===== config.mk =====
export PLATFORM = sky130hd
export DESIGN_NAME = cdiv_issuer
export DESIGN_NICKNAME = d
export VERILOG_FILES = /design/src/rtl/cdiv_issuer.sv
export SDC_FILE = /design/constraint.sdc
export NUM_CORES = 1
export LEC_CHECK = 0
export BUFFER_PORTS_ARGS = -buffer_cell sky130_fd_sc_hd__buf_4
export CAP_MARGIN = 20
export CORE_AREA = 2 2 211 213
export CTS_CLUSTER_DIAMETER = 200
export DETAILED_ROUTE_END_ITERATION = 16
export DIE_AREA = 0 0 213 215
export PLACE_DENSITY_LB_ADDON = 0.2
export RECOVER_POWER = 25
export SLEW_MARGIN = 10
export SYNTH_ARGS = -nofsm -noshare
export SYNTH_HDL_FRONTEND = slang
export SYNTH_SLANG_ARGS = --single-unit
export TNS_END_PERCENT = 1

===== constraint.sdc =====
create_clock -name clk_i -period 13.3 [get_ports clk_i]
set_input_delay 1.995 -clock clk_i [delete_from_list [all_inputs] [get_ports clk_i]]
set_output_delay 1.995 -clock clk_i [all_outputs]
set_load 0.02 [all_outputs]

===== src/rtl/cdiv_issuer.sv =====
// cdiv_issuer: gathers NUM_OPERANDS stream words into one divider operand vector,
// issues it under a credit limit, and re-serialises each {real, imag} result as two words.
module cdiv_issuer #(
    parameter int WIDTH           = 64,
    parameter int NUM_OPERANDS    = 4,
    parameter int MAX_OUTSTANDING = 4
) (
    input  logic                          clk_i,
    input  logic                          rst_i,
    input  logic                          flush_i,
    output logic                          flush_o,
    input  logic                          s_valid_i,
    output logic                          s_ready_o,
    input  logic [WIDTH-1:0]              s_data_i,
    output logic                          op_valid_o,
    input  logic                          op_ready_i,
    output logic [NUM_OPERANDS*WIDTH-1:0] op_operands_o,
    input  logic                          res_valid_i,
    output logic                          res_ready_o,
    input  logic [2*WIDTH-1:0]            res_result_i,
    input  logic [4:0]                    res_status_i,
    output logic                          m_valid_o,
    input  logic                          m_ready_i,
    output logic [WIDTH-1:0]              m_data_o,
    output logic                          m_last_o,
    output logic [4:0]                    m_status_o,
    output logic                          busy_o
);
    localparam int IW = (NUM_OPERANDS > 1) ? $clog2(NUM_OPERANDS) : 1;
    localparam int CW = $clog2(MAX_OUTSTANDING + 1);
    localparam logic [IW-1:0] LAST_IDX   = IW'(NUM_OPERANDS - 1);
    localparam logic [CW-1:0] MAX_CREDIT = CW'(MAX_OUTSTANDING);

    typedef enum logic {GATHER, ISSUE} gather_t;
    typedef enum logic [1:0] {RX, TX_RE, TX_IM} result_t;

    gather_t                     r_gState;
    logic [IW-1:0]               r_idx;
    logic [NUM_OPERANDS*WIDTH-1:0] r_operands;
    logic                        r_opValid;
    logic [CW-1:0]               r_outstanding;

    result_t                     r_rState;
    logic [WIDTH-1:0]            r_real;
    logic [WIDTH-1:0]            r_imag;
    logic [4:0]                  r_status;
    logic                        r_mValid;
    logic                        r_mLast;

    logic                        w_sHs;
    logic                        w_opHs;
    logic                        w_resHs;
    logic                        w_mHs;
    logic [CW-1:0]               w_outNext;
    gather_t                     w_gNext;

    // Flush gates both readies so no new word or result can land during it.
    assign flush_o     = flush_i;
    assign s_ready_o   = (r_gState == GATHER) && !flush_i;
    assign res_ready_o = (r_rState == RX) && !flush_i;

    assign w_sHs   = s_valid_i && s_ready_o;
    assign w_opHs  = r_opValid && op_ready_i;
    assign w_resHs = res_valid_i && res_ready_o;
    assign w_mHs   = r_mValid && m_ready_i;

    always_comb begin
        w_outNext = r_outstanding;
        if (w_opHs && !w_resHs)
            w_outNext = r_outstanding + CW'(1);
        else if (w_resHs && !w_opHs && (r_outstanding != '0))
            w_outNext = r_outstanding - CW'(1);

        w_gNext = r_gState;
        if ((r_gState == GATHER) && w_sHs && (r_idx == LAST_IDX))
            w_gNext = ISSUE;
        else if ((r_gState == ISSUE) && w_opHs)
            w_gNext = GATHER;
    end

    // op_valid is computed from next-state credit so it rises the cycle after the last word.
    always_ff @(posedge clk_i or posedge rst_i) begin
        if (rst_i) begin
            r_gState      <= GATHER;
            r_idx         <= '0;
            r_operands    <= '0;
            r_opValid     <= 1'b0;
            r_outstanding <= '0;
        end else if (flush_i) begin
            r_gState      <= GATHER;
            r_idx         <= '0;
            r_opValid     <= 1'b0;
            r_outstanding <= '0;
        end else begin
            r_gState      <= w_gNext;
            r_outstanding <= w_outNext;
            r_opValid     <= (w_gNext == ISSUE) && (w_outNext < MAX_CREDIT);
            if (w_sHs) begin
                r_operands[r_idx*WIDTH +: WIDTH] <= s_data_i;
                r_idx <= (r_idx == LAST_IDX) ? '0 : r_idx + IW'(1);
            end
        end
    end

    always_ff @(posedge clk_i or posedge rst_i) begin
        if (rst_i) begin
            r_rState <= RX;
            r_real   <= '0;
            r_imag   <= '0;
            r_status <= '0;
            r_mValid <= 1'b0;
            r_mLast  <= 1'b0;
        end else if (flush_i) begin
            r_rState <= RX;
            r_mValid <= 1'b0;
            r_mLast  <= 1'b0;
        end else begin
            case (r_rState)
                RX: if (w_resHs) begin
                    r_real   <= res_result_i[WIDTH-1:0];
                    r_imag   <= res_result_i[2*WIDTH-1:WIDTH];
                    r_status <= res_status_i;
                    r_mValid <= 1'b1;
                    r_mLast  <= 1'b0;
                    r_rState <= TX_RE;
                end
                TX_RE: if (w_mHs) begin
                    r_mLast  <= 1'b1;
                    r_rState <= TX_IM;
                end
                TX_IM: if (w_mHs) begin
                    r_mValid <= 1'b0;
                    r_mLast  <= 1'b0;
                    r_rState <= RX;
                end
                default: r_rState <= RX;
            endcase
        end
    end

    assign op_valid_o    = r_opValid;
    assign op_operands_o = r_operands;
    assign m_valid_o     = r_mValid;
    assign m_data_o      = r_mLast ? r_imag : r_real;
    assign m_last_o      = r_mLast;
    assign m_status_o    = r_status;
    assign busy_o        = (r_idx != '0) || (r_gState == ISSUE) ||
                           (r_outstanding != '0) || (r_rState != RX);

endmodule

==> results of run 1 <==
## synthesized netlist by cell type (2+ instances only)
master | n | area [um2]
buf_6 | 6 | 67.6
ha_1 | 13 | 163
o21ai_0 | 246 | 1230
buf_2 | 58 | 290
inv_1 | 8 | 30.0
a31o_2 | 2 | 17.5
mux2i_1 | 3 | 30.0
nor2_1 | 11 | 41.3
buf_4 | 2 | 15.0
nor3b_1 | 3 | 22.5
mux2_2 | 198 | 2230
nand3_1 | 2 | 10.0
a21oi_1 | 6 | 30.0
and3_1 | 2 | 12.5
nand2_1 | 518 | 1940
o21ai_1 | 14 | 70.1
nor3_1 | 2 | 10.0
dfrtp_1 | 400 | 10000
clkbuf_1 | 42 | 158
## path summary, 6_finish.rpt
path / end / slack, ns / cells after the start / from
worst max-delay path: r_imag[62]$_DFFE_PP0P_ / 6.90 / 5 / flush_i
worst min-delay path: op_operands_o[91]$_DFFE_PP0P_ / 0.48 / 2 / op_operands_o[91]$_DFFE_PP0P_
worst max register to register: r_imag[62]$_DFFE_PP0P_ / 8.03 / 6 / r_rState[0]$_DFFE_PP0P_
worst min register to register: op_operands_o[91]$_DFFE_PP0P_ / 0.48 / 2 / op_operands_o[91]$_DFFE_PP0P_
max in group asynchronous: op_operands_o[99]$_DFFE_PP0P_ / 7.64 / 5 / rst_i
min in group asynchronous: r_imag[44]$_DFFE_PP0P_ / 2.98 / 2 / rst_i
## through the flow
step	cells	total power, mW	hold WS [ns]
floorplan	1551	2.30	0.474
global placement	2585	2.74	0.464
detailed placement	2585	2.78	0.471
CTS	2664	4.05	0.484
global route	2666	4.20	0.502
finish	2666	4.00	0.478
## logic make-up after synthesis
group	synth area share (%)
mux	13.7
buf+inv	3.42
simple gates	12.9
flops	60.6
fa+ha+maj	0.984
compound gates	8.47
## area by class of cell
class | count | area share, %
Timing Repair Buffer | 552 | 18.6
Clock inverter | 12 | 0.654
Clock buffer | 67 | 5.95
Multi-Input combinational cell | 1034 | 26.6
Tap cell | 592 | 3.31
Sequential cell | 400 | 44.7
Inverter | 9 | 0.157
## power groups by stage
stage	Combinational [mW]	Sequential [mW]	Clock [mW]
3_5_place_dp	1.14	1.64	0
2_1_floorplan	0.626	1.68	0
3_3_place_gp	1.12	1.62	0
5_1_grt	1.21	1.65	1.34
4_1_cts	1.15	1.61	1.29
6_report	1.13	1.62	1.25
## registers in the layout, indices dropped and copies added (netlist names)
signal,flops
m_status_o,5
r_outstanding,3
op_valid_o,1
m_valid_o,1
op_operands_o,256
r_imag,64
r_rState,2
r_real,64
m_last_o,1
r_gState,1
r_idx,2
## layer usage
metal  track usage (%)  share of wire (%)  up-vias
met5                 0                  0        -
met4              7.86                3.6        0
met3              4.84                5.9      100
met2              37.7                 50      352
met1              26.7                 40     6200
li1                  -                  -     6099
## worst reg2reg max path, delay by kind of cell (launching register included)
kind | cells | cell delay [ns]
DFF | 1 | 0.39
and+or+nand+nor | 1 | 1.33
adders and majority gates | 1 | 0.29
buffers and inverters | 3 | 2.69
muxes | 1 | 0.45
==> run_results.csv, run 1 <==
group,metric,value,unit
power_and_ir_drop,p_comb_share,28.2,%
critical_path,crit_top_cell,"clkbuf_1",
global_route,track_usage,21.9,%
sta,worst_pin_slew,4.98,ns
sta,hold_viol,0,
clocking,cts_tree,"done",
synthesis,ys_seq_area_share,60.6,%
job,drv_cap,3,
cells_and_area,fillers,4009,
critical_path,crit_fanout,62,
synthesis,async_flop_share,100,%
placed_design,place_congestion,0.823,
synthesis,syn_area,16500,um2
clocking,cts.clk_slew.worst_paths,0.06,ns
placed_design,port_buffers,535,
synthesis,synth.distinct_cells,34,
synthesis,postSynthAreaPerCell,10.7,um2
clocking,cts_root_buf,"clkbuf_16",
cells_and_area,stdcell_area,22400,um2
critical_path,required,13.74,ns
status,status,"finished, violations left",
global_route,grt_max_degree,148,
sta,finalCriticalPeriod,6.40,ns
die,coreArea,43600,um2
critical_path,cp_slowest_stage_delay,1.68,ns
clocking,ctsHoldBuffers,0,
die,die-area,45800,um2
synthesis,synth_cells,1551,
min_path,hp-class,"register to register",
power_and_ir_drop,p_int,2.78,mW
critical_path,path_cells,"clkbuf_1 > nand3b_1 > clkbuf_1 > buf_4 > mux2_2",
placed_design,dp_hpwl,34600,um
sta,timing.final.ws_setup,6.90,ns
clocking,clock-sinks,400,
synthesis,synth_edf_count,0,
cells_and_area,nets,2259,
die,io_pins,536,
sta,relSlewSlack,-234,%
power_and_ir_drop,sw_frac_of_total,30.3,%
clocking,post_cts_buffers,0,
synthesis,syn-num-nets,1768,
global_route,grt_pass1_vias,12900,
cells_and_area,multi_input_area,5950,um2
detailed_routing,firstDrtPassIters,5,
sta,setup_viol,0,
sta,finalMaxSlewViolations,191,
cells_and_area,layout_commonest_cell,"buf_4",
critical_path,arrival,6.85,ns
clocking,clock_path_buffers,3,
die,dieHeight,215,um
status,violations,"max-capacitance violations, max-slew violations",
clocking,numCtsBuffers,45,
sta,rsz0062_at_grt,"false",
critical_path,crit_path_top_delay_cell,"clkbuf_1",
power_and_ir_drop,seqPwrFrac,40.5,%
cells_and_area,synthToLayoutAreaGrowth,35.4,%
die,die_w,213,um
detailed_routing,vias_per_cell,4.78,
cells_and_area,layout_common_cells,"buf_4 (545), nand2_1 (518), dfrtp_1 (399), o21ai_0 (249), mux2_2 (198)",
synthesis,synth_ff_type,"dfrtp_1",
sta,fmax,156,MHz
power_and_ir_drop,clockPowerShare,31.3,%
global_route,antenna_found_initial,0,
clocking,cts_resized,0,
cells_and_area,utilization,51.3,%
critical_path,worst-setup-path-type,"input port to register",
critical_path,cpLargestDelayFamily,"buffers and inverters",
detailed_routing,vias,12800,
detailed_routing,drt_wl_total,50400,um
power_and_ir_drop,p_leak,10.5,nW
cells_and_area,n_antenna_cell,0,
die,rows,77,
critical_path,start_kind,"input port",
detailed_routing,wl_per_cell,18.9,um
clocking,clk_latency,0.57,ns
clocking,cts_max_level,2,
detailed_routing,drc_errors,0,
critical_path,cp_num_buf_inv,3,
detailed_routing,postRouteAntennaNets,0,
power_and_ir_drop,switchingPower,1.21,mW
power_and_ir_drop,power_density,179,nW/um2
synthesis,ys_seq_elements,400,
critical_path,end_kind,"register",
placed_design,dpl_cell_area,20900,um2
cells_and_area,drive_gt1_share,39.6,%
synthesis,yosysWarnings,0,
global_route,grt_pass1_wl,77100,um
sta,finClkSkew,0.0161,ns
sta,setup_tns,0,ns
global_route,overflow,0,
cells_and_area,regArea,10000,um2
detailed_routing,drtIter0Drc,672,
placed_design,post-place-ws,8.74,ns
power_and_ir_drop,vdd_drop_max,0.109,mV
sta,fin_crit_sh,48.1,%
die,start_util,37.9,%
Note: power is estimated with default switching activity, not from simulation.
==> inputs of run 2 (changes only) <==
- CORE_AREA: 2 2 211 213 -> 2 2 206 208
- DIE_AREA: 0 0 213 215 -> 0 0 208 210
- clock period: 13.3 -> 6.3 ns (I/O delays scaled with it)
==> run_results.csv, run 2 (synthesized netlist as in run 1, its figures left out) <==
group,metric,value,unit
placed_design,place_congestion,0.816,
critical_path,end_kind,"async pin",
cells_and_area,nets,2262,
global_route,met3_usage,4.75,%
power_and_ir_drop,vdd_drop_max,0.213,mV
die,dieHeight,210,um
detailed_routing,drt_wl_total,50200,um
sta,rsz0062_at_grt,"false",
critical_path,worst-setup-path-type,"input port to async pin",
detailed_routing,vias_per_cell,4.91,
global_route,grt_max_degree,145,
clocking,cts_resized,0,
cells_and_area,layout_commonest_cell,"buf_4",
die,start_util,39.8,%
sta,timing.hold.ws,0.476,ns
die,io_pins,536,
sta,finalMaxSlewViolations,131,
clocking,numCtsBuffers,46,
sta,fin_crit_sh,58.0,%
sta,setup_tns,0,ns
sta,worst_pin_slew,2.37,ns
global_route,antenna_found_initial,0,
cells_and_area,fillers,3725,
clocking,clk_latency,0.56,ns
clocking,clock-sinks,400,
global_route,grt-busiest-layer,"met2",
clocking,ctsHoldBuffers,0,
sta,timing.final.ws_setup,2.65,ns
power_and_ir_drop,total_power,8.48,mW
global_route,use_met1,28.3,%
power_and_ir_drop,power_density,378,nW/um2
sta,setup_viol,0,
cells_and_area,synthToLayoutAreaGrowth,35.8,%
placed_design,dp_hpwl,34700,um
die,rows,75,
clocking,post_cts_buffers,0,
detailed_routing,vias,12900,
cells_and_area,multi_input_area,5990,um2
power_and_ir_drop,p_leak,10.6,nW
sta,relSlewSlack,-57.8,%
cells_and_area,regArea,10000,um2
cells_and_area,drive_gt1_share,40.1,%
placed_design,post-place-ws,3.17,ns
min_path,hp-class,"register to register",
clocking,cts_tree,"done",
clocking,cts_root_buf,"clkbuf_16",
status,violations,"max-capacitance violations, max-slew violations",
sta,finalCriticalPeriod,3.65,ns
global_route,track_usage,22.5,%
detailed_routing,drtIter0Drc,713,
global_route,use_met2,38.0,%
critical_path,required,6.48,ns
global_route,grt_pass1_vias,12700,
clocking,clock_path_buffers,3,
critical_path,start_kind,"input port",
clocking,cts_max_level,2,
detailed_routing,wl_per_cell,19.2,um
cells_and_area,largest_register_ffs,256,
critical_path,arrival,3.83,ns
global_route,overflow,0,
job,drv_cap,3,
detailed_routing,postRouteAntennaNets,0,
sta,hold_viol,0,
die,coreArea,41500,um2
clocking,cts.clk_slew.worst_paths,0.06,ns
die,die_w,208,um
global_route,grt_pass1_wl,76400,um
detailed_routing,drc_errors,0,
cells_and_area,layout_common_cells,"buf_4 (545), nand2_1 (514), dfrtp_1 (399), o21ai_0 (246), mux2_2 (198)",
placed_design,port_buffers,535,
status,status,"finished, violations left",
cells_and_area,utilization,54.1,%
die,die-area,43700,um2
critical_path,crit_fanout,93,
detailed_routing,firstDrtPassIters,6,
sta,finClkSkew,0.0131,ns
sta,fmax,274,MHz
cells_and_area,n_antenna_cell,0,
## run 2: layout make-up
type                    instances  area share (%)
clock buffers                  71            6.31
clock inverters                 9           0.480
inverters                       9           0.156
multi-input cells            1034            26.7
flip-flops and latches        400            44.6
well taps                     539            3.01
repair buffers                554            18.7
## run 2: critical path: stages
cell        delay [ns]
clkbuf_1          0.10
clkinvlp_2        0.87
clkbuf_2          1.84
## run 2: path summary, 6_finish.rpt
| path | startpoint | to | slack, ns | depth (start not counted) |
|---|---|---|---|---|
| setup / recovery | rst_i | op_operands_o[222]$_DFFE_PP0P_ | 2.65 | 3 |
| hold / removal | op_operands_o[206]$_DFFE_PP0P_ | op_operands_o[206]$_DFFE_PP0P_ | 0.48 | 2 |
| setup reg to reg | r_rState[0]$_DFFE_PP0P_ | r_real[58]$_DFFE_PP0P_ | 3.73 | 5 |
| hold reg to reg | op_operands_o[206]$_DFFE_PP0P_ | op_operands_o[206]$_DFFE_PP0P_ | 0.48 | 2 |
| max in group clk_i | m_last_o$_DFFE_PP0P_ | m_data_o[2] | 2.90 | 3 |
| min in group asynchronous | rst_i | op_operands_o[189]$_DFFE_PP0P_ | 0.75 | 2 |
## run 2: layer usage
layer  wire length [um]  vias to the layer above
met5                  0                        -
met4               1760                        0
met3               2960                       88
met2              25200                      383
met1              20300                     6258
li1                   -                     6123
## run 2: power by group
group / switching [mW] / internal, mW / leakage (nW)
Clock: 1.06 / 1.62 / 0.752
Combinational: 1.22 / 1.16 / 4.66
Sequential: 0.282 / 3.13 / 5.23
Total: 2.56 / 5.91 / 10.6
## run 2: through the flow
step	std cells	cell area, um2
4_1_cts	2614	22400
3_3_place_gp	2533	20900
3_5_place_dp	2534	20900
2_1_floorplan	1551	16500
6_report	2616	22400
5_1_grt	2616	22400
